<file path="src/rtl/instr_encode_loader.sv">
// Encodes instruction fields into 16-bit words and streams them into instruction memory; 1-cycle push-to-write latency when empty.
// in_ready drops when the word buffer is full or the address space is used up; optional immediate range check under ENC_RANGE_CHECK_EN.
module instr_encode_loader #(
    parameter int ADDR_W     = 8,
    parameter int FIFO_DEPTH = 4
) (
    input  logic              clk,
    input  logic              reset,
    input  logic              start,
    input  logic [ADDR_W-1:0] base_addr,
    input  logic              stop,
    input  logic              in_valid,
    output logic              in_ready,
    input  logic [3:0]        in_op,
    input  logic [2:0]        in_ra,
    input  logic [2:0]        in_rb,
    input  logic [2:0]        in_rd,
    input  logic [11:0]       in_imm,
    output logic              imem_we,
    input  logic              imem_ready,
    output logic [ADDR_W-1:0] imem_addr,
    output logic [15:0]       imem_wdata,
    output logic              busy,
    output logic              done,
    output logic              err_illegal,
    output logic              err_range,
    output logic [ADDR_W:0]   words_written
);
    localparam int PTR_W = $clog2(FIFO_DEPTH);
    localparam logic [PTR_W-1:0] PTR_ONE   = PTR_W'(1);
    localparam logic [PTR_W:0]   CNT_ONE   = (PTR_W+1)'(1);
    localparam logic [PTR_W:0]   CNT_FULL  = (PTR_W+1)'(FIFO_DEPTH);
    localparam logic [ADDR_W:0]  WORD_ONE  = (ADDR_W+1)'(1);
    localparam logic [ADDR_W:0]  LAST_SLOT = {1'b0, {ADDR_W{1'b1}}};
    localparam logic [ADDR_W-1:0] ADDR_ONE = ADDR_W'(1);

    typedef enum logic [1:0] {S_IDLE, S_RUN, S_DRAIN, S_DONE} state_t;

    state_t            r_state, w_state_nxt;
    logic [15:0]       r_mem [FIFO_DEPTH];
    logic [PTR_W-1:0]  r_wr_ptr, r_rd_ptr;
    logic [PTR_W:0]    r_count;
    logic [ADDR_W-1:0] r_addr;
    logic [ADDR_W:0]   r_push_addr;
    logic [ADDR_W:0]   r_words;
    logic              r_err_illegal;

    logic        w_full, w_empty, w_exhausted, w_accept, w_push, w_pop;
    logic        w_illegal, w_range_bad, w_start_go;
    logic [15:0] w_enc;

    assign w_full      = (r_count == CNT_FULL);
    assign w_empty     = (r_count == '0);
    // Top bit set means every address from base_addr up has a word assigned.
    assign w_exhausted = r_push_addr[ADDR_W];
    assign w_illegal   = (in_op == 4'hA);
    assign w_start_go  = start && (r_state == S_IDLE || r_state == S_DONE);
    assign w_accept    = in_valid && in_ready;
    assign w_push      = w_accept && !w_illegal && !w_range_bad;
    assign w_pop       = !w_empty && imem_ready;

    assign in_ready      = (r_state == S_RUN) && !w_full && !w_exhausted;
    assign imem_we       = !w_empty;
    assign imem_wdata    = w_empty ? 16'h0000 : r_mem[r_rd_ptr];
    assign imem_addr     = r_addr;
    assign busy          = (r_state == S_RUN) || (r_state == S_DRAIN);
    assign done          = (r_state == S_DONE);
    assign err_illegal   = r_err_illegal;
    assign words_written = r_words;

    always_comb begin
        w_enc = 16'h0000;
        case (in_op)
            4'd0, 4'd1, 4'd11, 4'd12: w_enc = {in_op, in_ra, in_rb, in_imm[5:0]};
            4'd2, 4'd3, 4'd4, 4'd5,
            4'd6, 4'd7, 4'd8, 4'd9:   w_enc = {in_op, in_ra, in_rb, in_rd, 3'b000};
            4'd13:                    w_enc = {in_op, in_imm};
            4'd14, 4'd15:             w_enc = {in_op, in_ra, 1'b0, in_imm[7:0]};
            default:                  w_enc = 16'h0000;
        endcase
    end

`ifdef ENC_RANGE_CHECK_EN
    logic r_err_range;

    always_comb begin
        w_range_bad = 1'b0;
        case (in_op)
            4'd0, 4'd1, 4'd11, 4'd12: w_range_bad = !((in_imm[11:5] == 7'h00) || (in_imm[11:5] == 7'h7F));
            4'd14, 4'd15:             w_range_bad = (in_imm[11:8] != 4'h0);
            default:                  w_range_bad = 1'b0;
        endcase
    end

    always_ff @(posedge clk) begin
        if (reset || w_start_go) begin
            r_err_range <= 1'b0;
        end else if (w_accept && !w_illegal && w_range_bad) begin
            r_err_range <= 1'b1;
        end
    end

    assign err_range = r_err_range;
`else
    assign w_range_bad = 1'b0;
    assign err_range   = 1'b0;
`endif

    always_comb begin
        w_state_nxt = r_state;
        case (r_state)
            S_IDLE:  if (start) w_state_nxt = S_RUN;
            S_RUN:   if (stop || (w_push && r_push_addr == LAST_SLOT)) w_state_nxt = S_DRAIN;
            S_DRAIN: if (w_empty) w_state_nxt = S_DONE;
            S_DONE:  if (start) w_state_nxt = S_RUN;
            default: w_state_nxt = S_IDLE;
        endcase
    end

    always_ff @(posedge clk) begin
        if (w_push) begin
            r_mem[r_wr_ptr] <= w_enc;
        end
    end

    always_ff @(posedge clk) begin
        if (reset) begin
            r_state       <= S_IDLE;
            r_wr_ptr      <= '0;
            r_rd_ptr      <= '0;
            r_count       <= '0;
            r_addr        <= '0;
            r_push_addr   <= '0;
            r_words       <= '0;
            r_err_illegal <= 1'b0;
        end else begin
            r_state <= w_state_nxt;
            if (w_start_go) begin
                r_addr        <= base_addr;
                r_push_addr   <= {1'b0, base_addr};
                r_words       <= '0;
                r_err_illegal <= 1'b0;
            end else begin
                if (w_push) begin
                    r_wr_ptr    <= r_wr_ptr + PTR_ONE;
                    r_push_addr <= r_push_addr + WORD_ONE;
                end
                if (w_pop) begin
                    r_rd_ptr <= r_rd_ptr + PTR_ONE;
                    r_words  <= r_words + WORD_ONE;
                    // Saturate at the top address instead of wrapping.
                    if (r_addr != {ADDR_W{1'b1}}) begin
                        r_addr <= r_addr + ADDR_ONE;
                    end
                end
                if (w_accept && w_illegal) begin
                    r_err_illegal <= 1'b1;
                end
                if (w_push && !w_pop) begin
                    r_count <= r_count + CNT_ONE;
                end else if (!w_push && w_pop) begin
                    r_count <= r_count - CNT_ONE;
                end
            end
        end
    end
endmodule
</file>
<file path="config.mk">
export PLATFORM = sky130hd
export DESIGN_NAME = instr_encode_loader
export DESIGN_NICKNAME = d
export VERILOG_FILES = /design/src/rtl/instr_encode_loader.sv
export SDC_FILE = /design/constraint.sdc
export NUM_CORES = 1
export LEC_CHECK = 0
export CAP_MARGIN = 20
export CORE_ASPECT_RATIO = 0.6
export CORE_MARGIN = 2
export CORE_UTILIZATION = 53
export CTS_CLUSTER_DIAMETER = 120
export DETAILED_ROUTE_END_ITERATION = 16
export PLACE_DENSITY = 0.79
export SLEW_MARGIN = 0
export SYNTH_ARGS = -nofsm -noshare
export SYNTH_HDL_FRONTEND = slang
export SYNTH_SLANG_ARGS = --single-unit
</file>
<file path="constraint.sdc">
create_clock -name clk -period 3.6 [get_ports clk]
set_input_delay 0.72 -clock clk [delete_from_list [all_inputs] [get_ports clk]]
set_output_delay 0.72 -clock clk [all_outputs]
set_load 0.005 [all_outputs]
</file>
# == After elaboration in Yosys (flattened, before gate mapping) ==
# Memory sizes are Yosys's and may differ from the RTL's. A register that Yosys moved wholly into a read port is not among the register bits.
# Index checks and enable logic that the tools add are counted.
# op_classes
shift,0
muxes,17
bitwise,1
div,0
addsub,7
eq_ne,24
multipliers,0
magnitude_cmp,0
n_reduce_logical,36
# op_table
op,count
16-bit one-hot mux with 4 select lines,1
8-bit 2-to-1 mux,5
"4-bit == test, second input constant",8
"9-bit by 1-bit adder with 9-bit output, second input constant",2
"4-bit by 3-bit == test with 1-bit output, second input constant",4
16-bit 2-to-1 mux,1
1-bit logical AND,10
2-bit 2-to-1 mux,5
"9-bit by 8-bit == test with 1-bit output, second input constant",1
"8-bit by 1-bit adder with 8-bit output, second input constant",1
"4-bit by 2-bit == test with 1-bit output, second input constant",2
"8-bit inequality test, second input constant",1
2-bit AND reduction,4
2-bit nonzero test,4
8-bit OR reduction,1
1-bit zero test,6
3-bit 2-to-1 mux,2
2-bit one-hot mux with 3 select lines,1
2-bit OR reduction,3
"2-bit by 1-bit adder with 2-bit output, second input constant",2
"2-bit == test, second input constant",2
"4-bit by 1-bit == test with 1-bit output, second input constant",1
4-bit zero test,1
"2-bit by 1-bit inequality test with 1-bit output, second input constant",2
12 further kinds,15
# totals
latchBits,0
word_cells,95
in_bits,39
rom_bits,0
mem_count,1
ramBits,64
regBits,36
# mem_list
name,depth,width,read_ports,rd_clocked_by_memory_dff,wr,line_no,rtl
r_mem,4,16,1,1,1,40,logic [15:0] r_mem [FIFO_DEPTH];

# == Depth between registers and ports, before layout ==
# Gate-level depths: netlist of the first run.
# depth
depth_word,10
depth_mapped,14

# == Worst setup path after synthesis of the first run ==
# Ideal clock, no wire load.
# synth_timing
kind,input -> register
start,input in_op[1]
end,register r_count[2]
path_buffers,2
stages,12
slack_ps,784
required_ps,3472
arrival_ps,2688
setup_time_ps,128
path_cell_list,nor4bb_2 > or3_4 > buf_6 > inv_1 > buf_2 > ha_1 > inv_1 > fa_1 > xor2_1 > nor3_1 > xnor2_1 > nor2_1
# synth_between
elab_chain_len,7
elab_cells_between_ends,9
classes_between,eq/ne: 1; mux: 1; reduce/logical: 7
# synth_lines
element,line_no,rtl
start: declaration,14,"input logic [3:0] in_op,"
4-bit == test *,56,assign w_illegal = (in_op == 4'hA);
1-bit zero test *,59,assign w_push = w_accept && !w_illegal && !w_range_bad;
1-bit logical AND *,59,
named net w_push,48,"logic w_full, w_empty, w_exhausted, w_accept, w_push, w_pop;"
1-bit zero test,161,end else if (!w_push && w_pop) begin
1-bit logical AND,161,
2-bit nonzero test (no source line),-,
2-bit AND reduction (no source line),-,
end signal: assignment,160,r_count <= r_count + CNT_ONE;
end signal: assignment,162,r_count <= r_count - CNT_ONE;
end: declaration,42,logic [PTR_W:0] r_count;
# The timed path passes the listed nets; every way through them passes the cells marked *.
# A chain may end at the register's enable or synchronous reset.

==> results.sh, run 1 <==
export IMPL_multiInputGateArea_mm2=0.00196
export IMPL_place_inst=576
export IMPL_finalMaxSlewViolations=0
export IMPL_netlist_top_cells_area="edfxtp_1, dfxtp_1, mux4_2"
export IMPL_run_status="completed"
export IMPL_finish_instance_area_mm2=0.00597
export IMPL_drtAntennaViolNets=0
export IMPL_floorplan_initialDensity_pct=55.5
export IMPL_post_route_min_period_ns=2.98
export IMPL_synth_edff_count=64
export IMPL_r2r_slack_ns=0.90
export IMPL_met2WireLength_um=4810
export IMPL_synthesis_area_mm2=0.00480
export IMPL_fmax_mhz=335
export IMPL_num_antenna_cells=0
export IMPL_layoutNonFillerInstCount=592
export IMPL_powerDensity_mw_per_mm2=600
export IMPL_cells_on_worst_hold_path=2
export IMPL_cts_resized=0
export IMPL_preCtsSetupSlack_ns=0.334
export IMPL_synthDominantCellAreaShare_pct=40.0
export IMPL_worstReg2RegEnd="r_count[2]"
export IMPL_worst_r2r_path_depth=12
export IMPL_port_buffer_count=76
export IMPL_synth_largest_area_cell="edfxtp_1"
export IMPL_timing_clock_skew_ns=0.0110
export IMPL_cts_tree="built"
export IMPL_timing_critical_path_fanout_max=16
export IMPL_detailedRoute_firstPassIterationCount=4
export IMPL_largest_net_degree_at_the_start_of_global_routing=23
export IMPL_drt_total_wl_um=10800
export IMPL_fraction_of_layout_instances_using_a_drive_strength_above_1_pct=10.6
export IMPL_critPathRequiredTime_ns=2.88
export IMPL_cts_setup_buffers=0
export IMPL_avgViaCountPerCell=5.87
export IMPL_holdWs_ns=0.492
export IMPL_track_usage_pct=22.7
export IMPL_clock_path_buffers=2
export IMPL_number_of_hold_repair_buffers_added_at_the_cts_stage=0
export IMPL_dp_hpwl_um=7850
export IMPL_crit_type="reg -> out"
export IMPL_count_of_endpoints_failing_hold_in_the_final_timing_report=0
export IMPL_rsz_0062_raised_after_global_routing="false"
export IMPL_tightestPinTransition_ns=0.817
export IMPL_clock_sinks=102
export IMPL_ctsHtreeMaxLevel=3
export IMPL_worst_r2r_startpoint="r_state[1]"
export IMPL_max_slew_margin_rel_pct=45.5
export IMPL_ctsRootBufferMaster="clkbuf_16"
export IMPL_die_y_um=77.8
export IMPL_setup_viol=0
export IMPL_synth_async_reset_ratio_pct=0
export IMPL_min_delay_start="err_illegal"
export IMPL_layout_area_seq_mm2=0.00268
export IMPL_fp_coreArea_mm2=0.00865
export IMPL_fin_crit_sh_pct=82.8
export IMPL_grt_overflow=0
export IMPL_clk_pin_slew_ns=0.07
export IMPL_rows=26
export IMPL_drc_errors=0
export IMPL_fin_nets=527
export IMPL_synth_flop_type="edfxtp_1"
export IMPL_ys_seq_elements=102
export IMPL_synth_sequential_area_ratio_pct=55.8
export IMPL_routed_via_count=3476
export IMPL_timing_critical_path_to_type="output pin"
export IMPL_grt_first_pass_wirelength_um=17200
export IMPL_cts_buffers=9
export IMPL_yosysWarningCount=0
export IMPL_syn_area_per_cell_um2=12.0
export IMPL_synth_fp_nets=453
export IMPL_route_detailed_wl_per_inst_um=18.2
export IMPL_m1WireLength_um=5150
export IMPL_power_ir_vdd_worst_uv=278
export IMPL_cell_count_after_synthesis=401
export IMPL_worstHoldPathType="reg -> reg"
export IMPL_fillCellCount=625
export IMPL_grt_pass1_vias=3400
export IMPL_max_cap_violations=0
export IMPL_pin_count=78
export IMPL_cell_leakage_power_nw=2.06
export IMPL_finalWeightedCongestion=0.893
export IMPL_placed_area_mm2=0.00569
export IMPL_dr_max_layer_used="met4"
export IMPL_die_w_um=127
export IMPL_worstPathArrival_ns=2.26
export IMPL_met3WireLength_um=768
export IMPL_clk_insertion_delay_late_ns=0.34
export IMPL_number_of_antenna_violations_at_the_first_check_in_global_routing=1
export IMPL_final_setup_worst_slack_ns=0.619
export IMPL_startpoint_type="register"
export IMPL_die_area_mm2=0.00987
export IMPL_synthDistinctLibCells=56
export IMPL_setup_tns_ns=0
export IMPL_initialDrtViolationCount=386
export IMPL_syn_to_final_growth_pct=24.2
export IMPL_whs_endpoint="err_illegal"
[worst max-delay path by stage]
stage / start / end / slack [ns] / cells past startpoint
after floorplan: in_op[1] / r_count[2] / 0.78 / 12
after global placement: in_valid / r_count[2] / 0.49 / 11
after detailed placement: in_valid / r_count[2] / 0.33 / 11
after CTS: register / imem_wdata[12] / 0.61 / 3
after global routing: register / imem_wdata[3] / 0.52 / 3
final: register / imem_wdata[3] / 0.62 / 3
[metrics by stage]
step	total power, mW	util, %
floorplan	2.19	-
global placement	2.64	65.7
detailed placement	2.69	65.7
CTS	3.59	69.0
global route	3.77	69.0
finish	3.58	69.0
[synth_stat cells, types with 3 or more instances]
cell type	count
a211oi_1	3
a21oi_1	23
a31oi_1	5
and2_1	25
and3_1	9
buf_2	5
clkbuf_1	18
dfxtp_1	38
edfxtp_1	64
ha_1	12
inv_1	13
mux2i_1	6
mux4_2	16
nand2_1	24
nand3_1	10
nand4_1	10
nor2_1	22
nor2b_1	6
nor4_1	6
o211ai_1	3
o21ai_0	13
o21bai_1	4
o221ai_1	3
o22ai_1	5
or3_1	3
or4_1	3
xnor2_1	12
xor2_1	5
[critical path: stages, from the launching register on]
cell	delay, ns
dfxtp_1	0.86
mux4_2	0.42
and2_1	0.17
clkdlybuf4s50_1	0.47
[logic make-up after synthesis]
logic type	synth area share [%]
compound gates	9.45
xor+xnor	3.10
fa+ha+maj	3.54
buf+inv	3.41
flops	55.8
mux	8.98
other cells	0.0781
simple gates	15.6
[metal layers]
layer | global-route usage, % | vias to the layer above
met2 | 34.1 | 139
met1 | 33.8 | 1682
met5 | 0 | -
li1 | - | 1647
met4 | 3.74 | 0
met3 | 6.28 | 8
[cell usage in the layout (no fill, tap or decap), types with 5 or more instances in the layout]
master           netlist  routed
a21oi_1               23      23
a31oi_1                5       5
and2_1                25      25
and3_1                 9       9
buf_4                  1      13
clkbuf_16              0       9
clkdlybuf4s50_1        0      76
dfxtp_1               38      38
edfxtp_1              64      64
ha_1                  12      12
inv_1                 13      13
mux2i_1                6       6
mux4_2                16      16
nand2_1               24      24
nand3_1               10      10
nand4_1               10      10
nor2_1                22      22
nor2b_1                6       6
nor4_1                 6       6
o21ai_0               13      13
o22ai_1                5       5
xnor2_1               12      12
xor2_1                 5       5
[area by class of cell]
class | count | share of cell area (%)
multi-input cells | 260 | 32.8
inverters | 13 | 0.817
well taps | 112 | 2.35
repair buffers | 89 | 14.4
clock inverters | 6 | 0.880
flip-flops and latches | 102 | 44.9
clock buffers | 10 | 3.84
[power breakdown]
part           internal, mW  switching [mW]  leakage, nW
registers              1.39           0.139        0.893
clock network         0.482           0.425        0.140
logic                 0.607           0.538         1.02
[flip-flops by register name, summed over array words and instances (netlist names), named ones only]
name	cells
r_mem	64
r_rd_ptr	2
imem_addr	8
r_count	3
r_push_addr	9
r_wr_ptr	2
r_state	2
words_written	9
err_illegal	1
Note: power is estimated with default switching activity, not from simulation.
==> inputs of run 2 (changes only) <==
- clock period: 3.6 -> 3 ns (I/O delays scaled with it)
==> results.sh, run 2 (synthesis gave the netlist of run 1 again) <==
export IMPL_run_status="completed"
export IMPL_drc_errors=0
export IMPL_rsz_0062_raised_after_global_routing="false"
export IMPL_worstPathArrival_ns=2.15
export IMPL_number_of_hold_repair_buffers_added_at_the_cts_stage=0
export IMPL_ctsHtreeMaxLevel=3
export IMPL_drtAntennaViolNets=0
export IMPL_fillCellCount=615
export IMPL_fp_coreArea_mm2=0.00865
export IMPL_dp_hpwl_um=7870
export IMPL_timing_critical_path_to_type="output pin"
export IMPL_setup_viol=0
export IMPL_startpoint_type="register"
export IMPL_cts_resized=0
export IMPL_crit_type="reg -> out"
export IMPL_cts_buffers=9
export IMPL_setup_tns_ns=0
export IMPL_combPwrFrac_pct=32.5
export IMPL_p_clk_share_pct=25.3
export IMPL_pin_count=78
export IMPL_post_route_min_period_ns=2.75
export IMPL_power_ir_vdd_worst_uv=372
export IMPL_max_cap_violations=0
export IMPL_fmax_mhz=363
export IMPL_die_y_um=77.8
export IMPL_power_switching_mw=1.35
export IMPL_count_of_endpoints_failing_hold_in_the_final_timing_report=0
export IMPL_grt_overflow=0
export IMPL_avgViaCountPerCell=5.94
export IMPL_port_buffer_count=76
export IMPL_largest_register="r_mem"
export IMPL_finalWeightedCongestion=0.904
export IMPL_clock_sinks=102
export IMPL_finalMaxSlewViolations=0
export IMPL_drt_total_wl_um=11000
export IMPL_syn_to_final_growth_pct=25.2
export IMPL_internal_power_mw=2.99
export IMPL_die_area_mm2=0.00987
export IMPL_worst_r2r_startpoint="r_state[1]"
export IMPL_tightestPinTransition_ns=0.767
export IMPL_netSwitchingFraction_pct=31.0
export IMPL_critPathRequiredTime_ns=2.40
export IMPL_max_slew_margin_rel_pct=48.4
export IMPL_fin_crit_sh_pct=91.7
export IMPL_mostFrequentLayoutCells="clkdlybuf4s50_1, edfxtp_1, dfxtp_1"
export IMPL_cts_setup_buffers=0
export IMPL_rows=26
export IMPL_num_antenna_cells=0
export IMPL_timing_critical_path_fanout_max=16
export IMPL_fin_nets=533
export IMPL_die_w_um=127
export IMPL_seqPwrFrac_pct=42.2
export IMPL_initialDrtViolationCount=340
export IMPL_worstHoldPathType="reg -> reg"
export IMPL_worstReg2RegEnd="r_count[2]"
export IMPL_fraction_of_layout_instances_using_a_drive_strength_above_1_pct=11.7
export IMPL_clk_pin_slew_ns=0.07
export IMPL_grt_first_pass_wirelength_um=17500
export IMPL_worst_r2r_path_depth=12
export IMPL_cell_leakage_power_nw=2.08
export IMPL_worst_setup_path_endpoint="imem_wdata[11]"
export IMPL_floorplan_initialDensity_pct=55.5
export IMPL_final_common_cell="clkdlybuf4s50_1"
export IMPL_timing_clock_skew_ns=0.00717
export IMPL_number_of_antenna_violations_at_the_first_check_in_global_routing=0
export IMPL_grt_pass1_vias=3327
export IMPL_powerDensity_mw_per_mm2=722
export IMPL_routed_via_count=3553
export IMPL_place_inst=582
export IMPL_detailedRoute_firstPassIterationCount=4
export IMPL_flip_flop_count_of_the_largest_register_after_layout=64
export IMPL_ctsRootBufferMaster="clkbuf_16"
export IMPL_clock_path_buffers=2
export IMPL_r2r_slack_ns=0.57
export IMPL_largest_net_degree_at_the_start_of_global_routing=24
export IMPL_clk_insertion_delay_late_ns=0.35
export IMPL_track_usage_pct=23.1
export IMPL_route_detailed_wl_per_inst_um=18.4
export IMPL_cts_tree="built"
export IMPL_layoutNonFillerInstCount=598
[run 2: cell types whose count changed in the layout (fill, tap and decap cells not counted), sizes merged]
cell	change
clkinv	+2
buf	+6
clkbuf	-1
inv	-1
[run 2: how the worst min path moves through the flow]
| stage | endpoint | slack [ns] | from | cells after the start |
|---|---|---|---|---|
| after floorplan | err_illegal | 0.46 | err_illegal | 2 |
| after global placement | err_illegal | 0.46 | err_illegal | 2 |
| after detailed placement | r_push_addr[7] | 0.50 | r_push_addr[7] | 2 |
| after CTS | r_push_addr[7] | 0.51 | r_push_addr[7] | 2 |
| after global routing | r_push_addr[7] | 0.53 | r_push_addr[7] | 2 |
| final | r_push_addr[7] | 0.51 | r_push_addr[7] | 2 |
[run 2: metal layers]
metal	share of wire, %	GRT usage [%]	vias up
met1	46	35.2	1724
met5	0	0	-
met3	9.0	5.24	8
met2	44	34.0	168
met4	0.55	5.05	0
li1	-	-	1653
[run 2: power groups by stage]
stage / Sequential, mW / Clock (mW) / Combinational (mW)
4_1_cts: 1.83 / 1.11 / 1.41
2_1_floorplan: 1.80 / 0 / 0.826
6_report: 1.83 / 1.10 / 1.41
5_1_grt: 1.85 / 1.19 / 1.53
3_3_place_gp: 1.84 / 0 / 1.36
3_5_place_dp: 1.86 / 0 / 1.41
[run 2: area by class of cell]
class,count,area [um2],share of cell area (%)
Tap cell,112,140,2.33
Inverter,13,48.8,0.811
Clock buffer,9,225,3.75
Timing Repair Buffer,95,903,15.0
Clock inverter,7,55.1,0.916
Multi-Input combinational cell,260,1960,32.6
Sequential cell,102,2680,44.6
[run 2: metrics by stage]
| step | setup slack [ns] | instance area (um2) | hold slack (ns) | util (%) | power [mW] |
|---|---|---|---|---|---|
| final | 0.248 | 6010 | 0.511 | 69.5 | 4.34 |
| after floorplan | 0.304 | 4800 | 0.461 | - | 2.63 |
| after detailed placement | -0.0127 | 5730 | 0.497 | 66.3 | 3.26 |
| after CTS | 0.206 | 6010 | 0.509 | 69.5 | 4.35 |
| after global placement | 0.149 | 5730 | 0.462 | 66.3 | 3.20 |
| after global routing | 0.143 | 6010 | 0.531 | 69.5 | 4.57 |
[run 2: worst max-delay path: stages, from the launching register on]
cell and delay [ns]:
dfxtp_1 0.31, buf_4 0.30, mux4_2 0.55, and2_1 0.18, clkdlybuf4s50_1 0.46
